--- src/rtl/isq_age_scheduler_pkg.sv ---
// isq_age_scheduler_pkg: parameters shared by the issue queue and its age scheduler
package isq_age_scheduler_pkg;
    localparam int DISPATCH_WIDTH = 2;
    localparam int ISQ_DEPTH = 8;
    localparam int ISQ_ENTRY_W = $clog2(ISQ_DEPTH);
    typedef logic [ISQ_ENTRY_W-1:0] isq_idx_t;
endpackage

--- src/rtl/isq_age_scheduler_age_matrix.sv ---
// isq_age_matrix: age matrix (older_q[i][j]=1 means i older than j) and per-bank oldest-ready select
module isq_age_matrix
    import isq_age_scheduler_pkg::*;
#(
    parameter int N = ISQ_DEPTH,
    parameter int EW = $clog2(N)
) (
    input  logic                               clk,
    input  logic                               rst,
    input  logic                               flush,
    input  logic [DISPATCH_WIDTH-1:0]          alloc_en,
    input  logic [DISPATCH_WIDTH-1:0][EW-1:0]  alloc_idx,
    input  logic [N-1:0]                       valid_q,
    input  logic [N-1:0]                       cand,
    input  logic [DISPATCH_WIDTH-1:0]          issue_stall,
    output logic [DISPATCH_WIDTH-1:0][N-1:0]   grant_oh
);
    logic [N-1:0][N-1:0] older_q, older_d;
    logic [N-1:0] left;
    logic [N:0] sel;
    logic prior;

    function automatic logic [N:0] oldest(input logic [N-1:0] m);
        logic [N-1:0] oh;
        oh = m;
        for (int i = 0; i < N; i++)
            for (int j = 0; j < N; j++)
                if (m[j] && older_q[j][i]) oh[i] = 1'b0;
        return {|oh, oh};
    endfunction

    always_comb begin
        left = cand;
        sel = '0;
        grant_oh = '0;
        for (int b = 0; b < DISPATCH_WIDTH; b++) begin
            sel = oldest(left);
            grant_oh[b] = (flush || issue_stall[b] || !sel[N]) ? '0 : sel[N-1:0];
            left = left & ~grant_oh[b];
        end
    end

    // each alloc rewrites both its row and column, so stale bits of freed entries never matter
    always_comb begin
        older_d = older_q;
        prior = 1'b0;
        for (int b = 0; b < DISPATCH_WIDTH; b++) begin
            if (alloc_en[b]) begin
                older_d[alloc_idx[b]] = '0;
                for (int j = 0; j < N; j++) begin
                    prior = valid_q[j];
                    for (int k = 0; k < b; k++)
                        if (alloc_en[k] && int'(alloc_idx[k]) == j) prior = 1'b1;
                    older_d[j][alloc_idx[b]] = prior && (j != int'(alloc_idx[b]));
                end
            end
        end
        if (flush) older_d = '0;
    end

    always_ff @(posedge clk or posedge rst)
        if (rst) older_q <= '0;
        else older_q <= older_d;
endmodule

--- src/rtl/isq_age_scheduler.sv ---
// isq_age_scheduler: issue-queue occupancy, free list and oldest-ready grant per ALU bank.
// Define ISQ_SCHED_PERF_EN to add saturating perf_issued/perf_stall counters.
module isq_age_scheduler
    import isq_age_scheduler_pkg::*;
#(
    parameter int ISSUE_QUEUE_SIZE = ISQ_DEPTH,
    localparam int ENTRY_W = $clog2(ISSUE_QUEUE_SIZE),
    localparam int CNT_W = $clog2(ISSUE_QUEUE_SIZE + 1)
) (
    input  logic                                   clk,
    input  logic                                   rst,
    input  logic [DISPATCH_WIDTH-1:0]              alloc_en,
    input  logic [DISPATCH_WIDTH-1:0][ENTRY_W-1:0] alloc_idx,
    input  logic                                   flush,
    input  logic [ISSUE_QUEUE_SIZE-1:0]            ready,
    input  logic [DISPATCH_WIDTH-1:0]              issue_stall,
    output logic [DISPATCH_WIDTH-1:0]              grant_valid,
    output logic [DISPATCH_WIDTH-1:0][ENTRY_W-1:0] grant_idx,
    output logic [DISPATCH_WIDTH-1:0][ENTRY_W-1:0] free_idx,
    output logic [CNT_W-1:0]                       free_count,
    output logic                                   full
`ifdef ISQ_SCHED_PERF_EN
    ,
    output logic [31:0]                            perf_issued,
    output logic [31:0]                            perf_stall
`endif
);
    localparam int N = ISSUE_QUEUE_SIZE;

    logic [N-1:0] valid_q, valid_d, cand, gnt_any, avail;
    logic [DISPATCH_WIDTH-1:0][N-1:0] grant_oh;
    logic [CNT_W-1:0] free_count_q, free_count_d;
    logic full_q, full_d;

    assign cand = valid_q & ready;

    isq_age_matrix #(.N(N), .EW(ENTRY_W)) u_age (
        .clk(clk), .rst(rst), .flush(flush), .alloc_en(alloc_en), .alloc_idx(alloc_idx),
        .valid_q(valid_q), .cand(cand), .issue_stall(issue_stall), .grant_oh(grant_oh)
    );

    always_comb begin
        gnt_any = '0;
        for (int b = 0; b < DISPATCH_WIDTH; b++) begin
            grant_valid[b] = |grant_oh[b];
            grant_idx[b] = '0;
            for (int i = 0; i < N; i++)
                if (grant_oh[b][i]) grant_idx[b] = ENTRY_W'(i);
            gnt_any = gnt_any | grant_oh[b];
        end
        valid_d = valid_q & ~gnt_any;
        for (int b = 0; b < DISPATCH_WIDTH; b++)
            if (alloc_en[b]) valid_d[alloc_idx[b]] = 1'b1;
        if (flush) valid_d = '0;
        free_count_d = CNT_W'(N - $countones(valid_d));
        full_d = int'(free_count_d) < DISPATCH_WIDTH;
    end

    always_comb begin
        avail = ~valid_q;
        for (int b = 0; b < DISPATCH_WIDTH; b++) begin
            free_idx[b] = '0;
            for (int i = N - 1; i >= 0; i--)
                if (avail[i]) free_idx[b] = ENTRY_W'(i);
            avail[free_idx[b]] = 1'b0;
        end
    end

    always_ff @(posedge clk or posedge rst)
        if (rst) begin
            valid_q <= '0;
            free_count_q <= CNT_W'(N);
            full_q <= 1'b0;
        end else begin
            valid_q <= valid_d;
            free_count_q <= free_count_d;
            full_q <= full_d;
        end

    assign free_count = free_count_q;
    assign full = full_q;

`ifdef ISQ_SCHED_PERF_EN
    logic [31:0] perf_issued_q, perf_issued_d, perf_stall_q, perf_stall_d;
    logic [32:0] issued_sum;

    always_comb begin
        issued_sum = {1'b0, perf_issued_q} + 33'($countones(grant_valid));
        perf_issued_d = issued_sum[32] ? '1 : issued_sum[31:0];
        perf_stall_d = perf_stall_q + 32'(|cand && !(|grant_valid) && !(&perf_stall_q));
    end

    always_ff @(posedge clk or posedge rst)
        if (rst) begin
            perf_issued_q <= '0;
            perf_stall_q <= '0;
        end else begin
            perf_issued_q <= perf_issued_d;
            perf_stall_q <= perf_stall_d;
        end

    assign perf_issued = perf_issued_q;
    assign perf_stall = perf_stall_q;
`endif

    for (genvar b = 0; b < DISPATCH_WIDTH; b++) begin : g_chk
        assert property (@(posedge clk) disable iff (rst) !(alloc_en[b] && !flush && valid_q[alloc_idx[b]]));
    end
endmodule

--- config.mk ---
export PLATFORM = sky130hd
export DESIGN_NAME = isq_age_scheduler
export DESIGN_NICKNAME = d
export VERILOG_FILES = /design/src/rtl/isq_age_scheduler_pkg.sv /design/src/rtl/isq_age_scheduler_age_matrix.sv /design/src/rtl/isq_age_scheduler.sv
export SDC_FILE = /design/constraint.sdc
export NUM_CORES = 1
export LEC_CHECK = 0
export CORE_ASPECT_RATIO = 0.8
export CORE_UTILIZATION = 40
export DETAILED_ROUTE_END_ITERATION = 8
export RECOVER_POWER = 50
export SYNTH_ARGS = -nofsm -noshare
export SYNTH_HDL_FRONTEND = slang
export SYNTH_HIERARCHICAL = 1
export SYNTH_SLANG_ARGS = --single-unit
--- constraint.sdc ---
create_clock -name clk -period 15.3 [get_ports clk]
set_input_delay 4.59 -clock clk [delete_from_list [all_inputs] [get_ports clk]]
set_output_delay 4.59 -clock clk [all_outputs]
set_load 0.01 [all_outputs]
# After elaboration in Yosys (flattened, before gate mapping)
# Index checks and enable logic that the tools add are counted.
# op_classes
n_mul	0
order_cmp	7
n_eq_ne	21
bitwise_logic	15
div	0
reduce_logical	168
n_addsub	8
shifts	0
muxes	208
# ops
op	count
64-bit 2-to-1 mux	3
1-bit logical AND	155
1-bit 2-to-1 mux	149
64-bit AND	2
8-bit bitwise mux	16
64-bit NOT	2
3-bit 2-to-1 mux	27
8-bit 2-to-1 mux	7
8-bit demux with 3-bit select	2
8-bit AND	4
8-bit NOT	4
8-bit OR reduction	4
3-bit inequality test, first input constant	8
8-bit bitwise OR	3
3-bit == test, second input constant	4
3-bit by 4-bit less-than comparator with 1-bit output, second input constant	3
2-bit by 3-bit inequality test with 1-bit output, first input constant	4
1-bit demux with 3-bit select	3
3-bit by 1-bit greater-or-equal comparator with 1-bit output, second input constant	3
1-bit by 1-bit adder with 2-bit output	4
2-bit by 2-bit adder with 3-bit output	2
3-bit by 2-bit == test with 1-bit output, second input constant	2
1-bit by 3-bit inequality test with 1-bit output, first input constant	2
3-bit nonzero test	2
other kinds (8)	12
# word_totals
reg_bits	77
latch_bits	0
out_inout_bits	19
mem_count	0
input_bits	21
mem_bits_rw	0
mem_bits_ro	0

# Logic depth before layout (Yosys ltp)
# Gate-level depths: netlist of run 1.
# depth
word_depth	42
mapped_depth	21

# Hierarchy
# Netlist of run 1, hierarchy kept.
# by_module_without_submodules
module	area_each_um2	cells_each	instances	seq_area_each_um2
isq_age_matrix	4727.0	621	1	1601.5
isq_age_scheduler	1303.8	165	1	326.6

# Worst setup path before layout of run 1
# No wires, ideal clock.
# synth_timing
kind	input port to output port
start	input ready[2]
end	output grant_idx[3] in the netlist's numbering
t_arrival_ns	6.836
path_stages	10
n_path_buf	1
path_slack_ns	3.874
cell_sequence	and2_1 buf_6 a22o_1 a2111oi_4 a31oi_4 a22o_1 a221o_1 nor4_2 nor2_1 o21bai_1
# synth_rtl
item	line_no	rtl
start: declaration	isq_age_scheduler.sv:15	input logic [ISSUE_QUEUE_SIZE-1:0] ready,
end: declaration	isq_age_scheduler.sv:18	output logic [DISPATCH_WIDTH-1:0][ENTRY_W-1:0] grant_idx,

==> flow_summary.toml, run 1 <==
[timing]
fin_setup_tns_ns = 0
hold_ws_ns = 0.596
period_share = 0.836
rsz0062_at_grt = "no"
clock_skew_ns = 0.00997
finalSetupViolCount = 0
worst_pin_slew_ns = 3.56
finalHoldViolCount = 0
min_period_ns = 12.80
slew_headroom = -1.37
slew_viol_final = 65
fin_ws_ns = 2.50
clock.fmax_mhz = 78.1

[floorplanning]
rows = 39
ioPinCount = 40
die_y_microns = 112
initial_core_util = 0.416
die_x_microns = 139
core_sq_um = 14500
die_area_sq_um = 15600

[synth]
synth-adder-area-share = 0.0257
synth_ff_type = "dfrtp_1"
synth_top_family_by_area = "compound AO/OA/AOI/OAI gates"
yosys_warnings = 6
synthMuxAreaShare = 0.0104
yosysSeqAreaShare = 0.320
synth_seq_cells = 77
synthCells = 786
synth_compound_area_frac = 0.319
synthArstFlopShare = 1.00
synth_nets = 817
synth_xor_area_frac = 0
synth_edf_count = 0
avgSynthCellArea_sq_um = 7.67
synth_cell_types = 80
synth_area_sq_um = 6030
synthSimpleGateAreaFrac = 0.267

[cts]
cts_tree = "built"
clk_latency_ns = 0.36
cts_buffers = 9
cts-root-buf = "clkbuf_16"
cts_htree_levels = 3
cts_setup_buffers = 0
post_cts_resized = 0
clockBufferDepth = 2
clock_sinks = 77
hold_buffers = 0
cts.clk_slew.worst_paths_ns = 0.07

[critical_path]
crit_cells = 11
critPathArrivalTime_ns = 8.21
required_ns = 10.71
r2r_slack_ns = 9.48
cp-endpoint = "grant_idx[4]"
crit_fanout = 13
cp_common_cell = "clkdlybuf4s50_1"
start_kind = "primary input"
slowest_stage = "clkdlybuf4s50_1"
critical_path_class = "primary input to primary output"
reg2regPathDepth = 19
crit_start = "ready[3]"
worst-path-buf-inv = 2
worstReg2RegEnd = "full"
setup.worst_path.end_class = "primary output"
reg2reg_from = "valid_q[4]"
cpPeakStageDelay_ns = 0.59
critPathTopFamily = "compound AO/OA/AOI/OAI gates"
worstPathCellList = "clkdlybuf4s50_1 -> and2_1 -> a22o_1 -> a2111o_1 -> o31a_1 -> a22oi_1 -> nand4_1 -> nor3_1 -> nor2_1 -> o31ai_1 -> clkdlybuf4s50_1"

[global_route]
grt_max_degree = 65
grt-ovfl-total = 0
grt_usage = 0.336
grt_pass1_vias = 6146
grt_pass1_wl_microns = 38900
antenna_found_initial = 0

[placed_design]
place.gp.congestion = 1.01
dp_slack_ns = 2.57
io_buffers = 39
dp_hpwl_microns = 18500
post_dp_cell_area_sq_um = 6530
place_inst = 971

[final_layout]
final_cell_mix = "110 x nor2_1, 98 x nand2_1, 76 x dfrtp_1"
multiInputGateArea_sq_um = 3760
antenna_cells = 0
stdcell_area_sq_um = 6840
final_cells = 987
syn_to_final_growth_pct = 13.4
drive_gt1_frac = 0.0834
nFillCells = 1419
final_common_cell = "nor2_1"
nets = 829
register_area_sq_um = 1930
fin_util = 0.472

[run_status]
status = "finished, violations left"
violations = "design-rule violations, max-capacitance violations, max-slew violations"

[power]
ir_drop_mv = 0.0621
power_density_nw_per_um2 = 81.5
power.total_mw = 0.557
leakage_nw = 2.62

[routing]
drcViolationCount = 1
wirelength_microns = 25700
dr.pass1.iters = 8
avgViaCountPerCell = 6.86
ant_nets = 0
post_drt_wl_per_cell_microns = 26.1
dr_total_vias = 6774
drtIter0Drc = 1324

[run]
maxCapViolCount = 1

[hold_path]
hold_path.class = "register to register"
worst min path at each step:
stage	from	endpoint	slack [ns]	cells past startpoint
after global routing	u_age/older_q[45]	u_age/older_q[45]	0.62	1
after CTS	u_age/older_q[63]	u_age/older_q[63]	0.59	1
after detailed placement	u_age/older_q[63]	u_age/older_q[63]	0.58	1
after floorplan	u_age/older_q[20]	u_age/older_q[20]	0.53	2
final	u_age/older_q[63]	u_age/older_q[63]	0.60	1
after global placement	u_age/older_q[27]	u_age/older_q[27]	0.58	1
flip-flops by register name, summed over array words and instances, names as in the netlist:
name	cells
valid_q	8
free_count	4
u_age/older_q	64
full	1
synthesized netlist by cell type, types with 3 or more instances:
cell type / count / area, sq um
a22oi_1: 44 / 330
or2_2: 3 / 18.8
nand4_1: 11 / 68.8
buf_6: 4 / 45.0
o22ai_1: 4 / 25.0
a31oi_1: 17 / 106
a32oi_1: 15 / 131
nand2b_1: 5 / 31.3
and2_1: 12 / 75.1
nor3_1: 24 / 120
o21a_1: 6 / 45.0
nand2_1: 98 / 368
o21ai_1: 6 / 30.0
a21oi_1: 44 / 220
nor2b_1: 18 / 113
nor2_1: 110 / 413
dfrtp_1: 76 / 1900
o31a_1: 3 / 26.3
inv_2: 5 / 18.8
buf_1: 7 / 26.3
fa_1: 4 / 80.1
a31o_2: 6 / 52.6
and3_1: 9 / 56.3
o31ai_1: 6 / 45.0
a2bb2oi_1: 3 / 26.3
clkbuf_1: 36 / 135
ha_1: 6 / 75.1
a211oi_1: 5 / 37.5
inv_1: 28 / 105
o21ai_0: 56 / 280
a22o_1: 18 / 158
o22a_1: 5 / 43.8
mux2i_1: 4 / 40.0
nor4b_1: 8 / 70.1
nand3_1: 23 / 115
metal layers:
metal | track usage | up-vias | part of all wire
li1 | - | 2908 | -
met1 | 0.471 | 3318 | 0.41
met2 | 0.471 | 477 | 0.41
met3 | 0.123 | 71 | 0.15
met4 | 0.116 | 0 | 0.032
met5 | 0 | - | 0
worst reg2reg max path: cells and delay by family, from the launching register on:
kind	cells	cell delay (ns)
buf+inv	2	0.16
fa+ha+maj	5	1.80
simple gates	4	0.88
flops	1	0.87
compound gates	8	1.98
logic make-up (layout without fill, tap and decap cells):
family	after synthesis	after routing
AOI/OAI and AO/OA	270	270
muxes	6	6
buffers and inverters	84	101
DFF	77	77
and+or+nand+nor	339	339
adders and majority gates	10	10
final cells by class:
| class | instances | area share |
|---|---|---|
| clock buffers | 9 | 0.0329 |
| flip-flops and latches | 77 | 0.282 |
| inverters | 33 | 0.0181 |
| clock inverters | 7 | 0.0134 |
| repair buffers | 52 | 0.0701 |
| well taps | 184 | 0.0337 |
| multi-input cells | 625 | 0.550 |
power by group:
part / switching [mW] / total [mW] / internal (mW)
registers: 0.0110 / 0.223 / 0.212
clock network: 0.0982 / 0.228 / 0.130
logic: 0.0699 / 0.106 / 0.0360
Note: power is estimated with default switching activity, not from simulation.
==> run 2: changes to the inputs <==
Clock period 15.3 ns to 12.9 ns, I/O delays scaled along.
==> flow_summary.toml, run 2 (synthesis gave the netlist of run 1 again) <==
[run_status]
status = "finished, violations left"
violations = "max-capacitance violations, max-slew violations"

[final_layout]
final_common_cell = "nor2_1"
final_cell_mix = "110 x nor2_1, 98 x nand2_1, 76 x dfrtp_1"
drive_gt1_frac = 0.0823
largest_reg_flops = 64
top_register = "u_age/older_q"
syn_to_final_growth_pct = 13.3
register_area_sq_um = 1930
nFillCells = 1418
final_cells = 987
nets = 828
multiInputGateArea_sq_um = 3760
stdcell_area_sq_um = 6840

[global_route]
grt_max_degree = 82
grt_util_met3 = 0.114
grt_pass1_wl_microns = 38900
grt-ovfl-total = 0
antenna_found_initial = 1
use_met2 = 0.471
busiest_layer = "met2"
grt_use_met1 = 0.467
grt_usage = 0.335
grt_pass1_vias = 6240

[floorplanning]
die_y_microns = 112
rows = 39
die_x_microns = 139
initial_core_util = 0.416
die_area_sq_um = 15600
ioPinCount = 40
core_sq_um = 14500

[timing]
worst_pin_slew_ns = 3.59
rsz0062_at_grt = "no"
clock.fmax_mhz = 88.5
clock_skew_ns = 0.0111
finalHoldViolCount = 0
min_period_ns = 11.30
period_share = 0.876
fin_setup_tns_ns = 0
finalSetupViolCount = 0
slew_headroom = -1.39
slew_viol_final = 65

[run]
maxCapViolCount = 1

[critical_path]
crit_start = "ready[3]"
critPathArrivalTime_ns = 7.43
required_ns = 9.03
reg2reg_from = "valid_q[4]"
start_kind = "primary input"
setup.worst_path.end_class = "primary output"
crit_fanout = 13
critical_path_class = "primary input to primary output"

[routing]
post_drt_wl_per_cell_microns = 25.9
drcViolationCount = 0
ant_nets = 0
avgViaCountPerCell = 6.81
dr.pass1.iters = 6
drtIter0Drc = 1008
wirelength_microns = 25600
dr_total_vias = 6719

[cts]
cts_tree = "built"
post_cts_resized = 0
cts.clk_slew.worst_paths_ns = 0.06
cts_setup_buffers = 0
cts_htree_levels = 3
cts_buffers = 9
clockBufferDepth = 2
hold_buffers = 0
clock_sinks = 77
clk_latency_ns = 0.35
cts-root-buf = "clkbuf_16"

[power]
leakage_nw = 2.62
power_density_nw_per_um2 = 96.3
ir_drop_mv = 0.0831

[placed_design]
post_dp_cell_area_sq_um = 6520
io_buffers = 39
place_inst = 970
place.gp.congestion = 0.965
dp_hpwl_microns = 18800

[hold_path]
hp-start = "u_age/older_q[27]"
hold_path.class = "register to register"
-- run 2: cell types whose count changed in the layout (fill, tap and decap cells not counted), sizes merged --
cell,previous run,this run
diode,0,1
buf,13,12
-- run 2: routing by layer --
metal  share of wire  up-vias
li1                -     2914
met4           0.032        0
met3            0.13       67
met5               0        -
met2            0.42      441
met1            0.42     3297
-- run 2: cell type report --
| cell class | instances | area share |
|---|---|---|
| multi-input combinational | 625 | 0.550 |
| timing repair buffer | 51 | 0.0690 |
| sequential | 77 | 0.282 |
| inverter | 33 | 0.0181 |
| antenna | 1 | 0.000366 |
| clock inverter | 7 | 0.0134 |
| tap | 184 | 0.0337 |
| clock buffer | 9 | 0.0329 |
-- run 2: report_power, final --
group | leakage (nW) | internal [mW] | switching, mW
clock network | 0.151 | 0.155 | 0.113
registers | 1.06 | 0.252 | 0.0143
logic | 1.41 | 0.0427 | 0.0821
-- run 2: final timing paths --
check | slack [ns] | cells after the start | end
worst min register to register | 0.59 | 1 | u_age/older_q[27]
worst max-delay path | 1.60 | 11 | grant_idx[4]
max in group asynchronous | 5.49 | 3 | u_age/older_q[30]
worst min-delay path | 0.59 | 1 | u_age/older_q[27]
worst max register to register | 7.08 | 19 | full
min in group asynchronous | 4.02 | 2 | valid_q[5]
-- run 2: critical path, cell delays in order --
cell and delay, ns:
clkdlybuf4s50_1 0.39, and2_1 0.32, a22o_1 0.33, a2111o_1 0.43, o31a_1 0.40, a22oi_1 0.24
nand4_1 0.11, nor3_1 0.49, nor2_1 0.15, o31ai_1 0.11, clkdlybuf4s50_1 0.59
-- run 2: per-stage QoR --
step           setup slack, ns  utilization  total power, mW  hold WS, ns
6_report                  1.60        0.472            0.658        0.591
5_1_grt                   1.41        0.471            0.684        0.612
4_1_cts                   1.63        0.472            0.664        0.594
3_5_place_dp              1.64        0.450            0.394        0.585
3_3_place_gp              1.58        0.450            0.392        0.583
2_1_floorplan             2.91            -            0.337        0.525
==> run 3: changes to the inputs <==
Settings changed: SETUP_SLACK_MARGIN set to 0.1.
==> results of run 3 <==
Same layout as run 2: the final DEF is identical, and so are final timing and power.
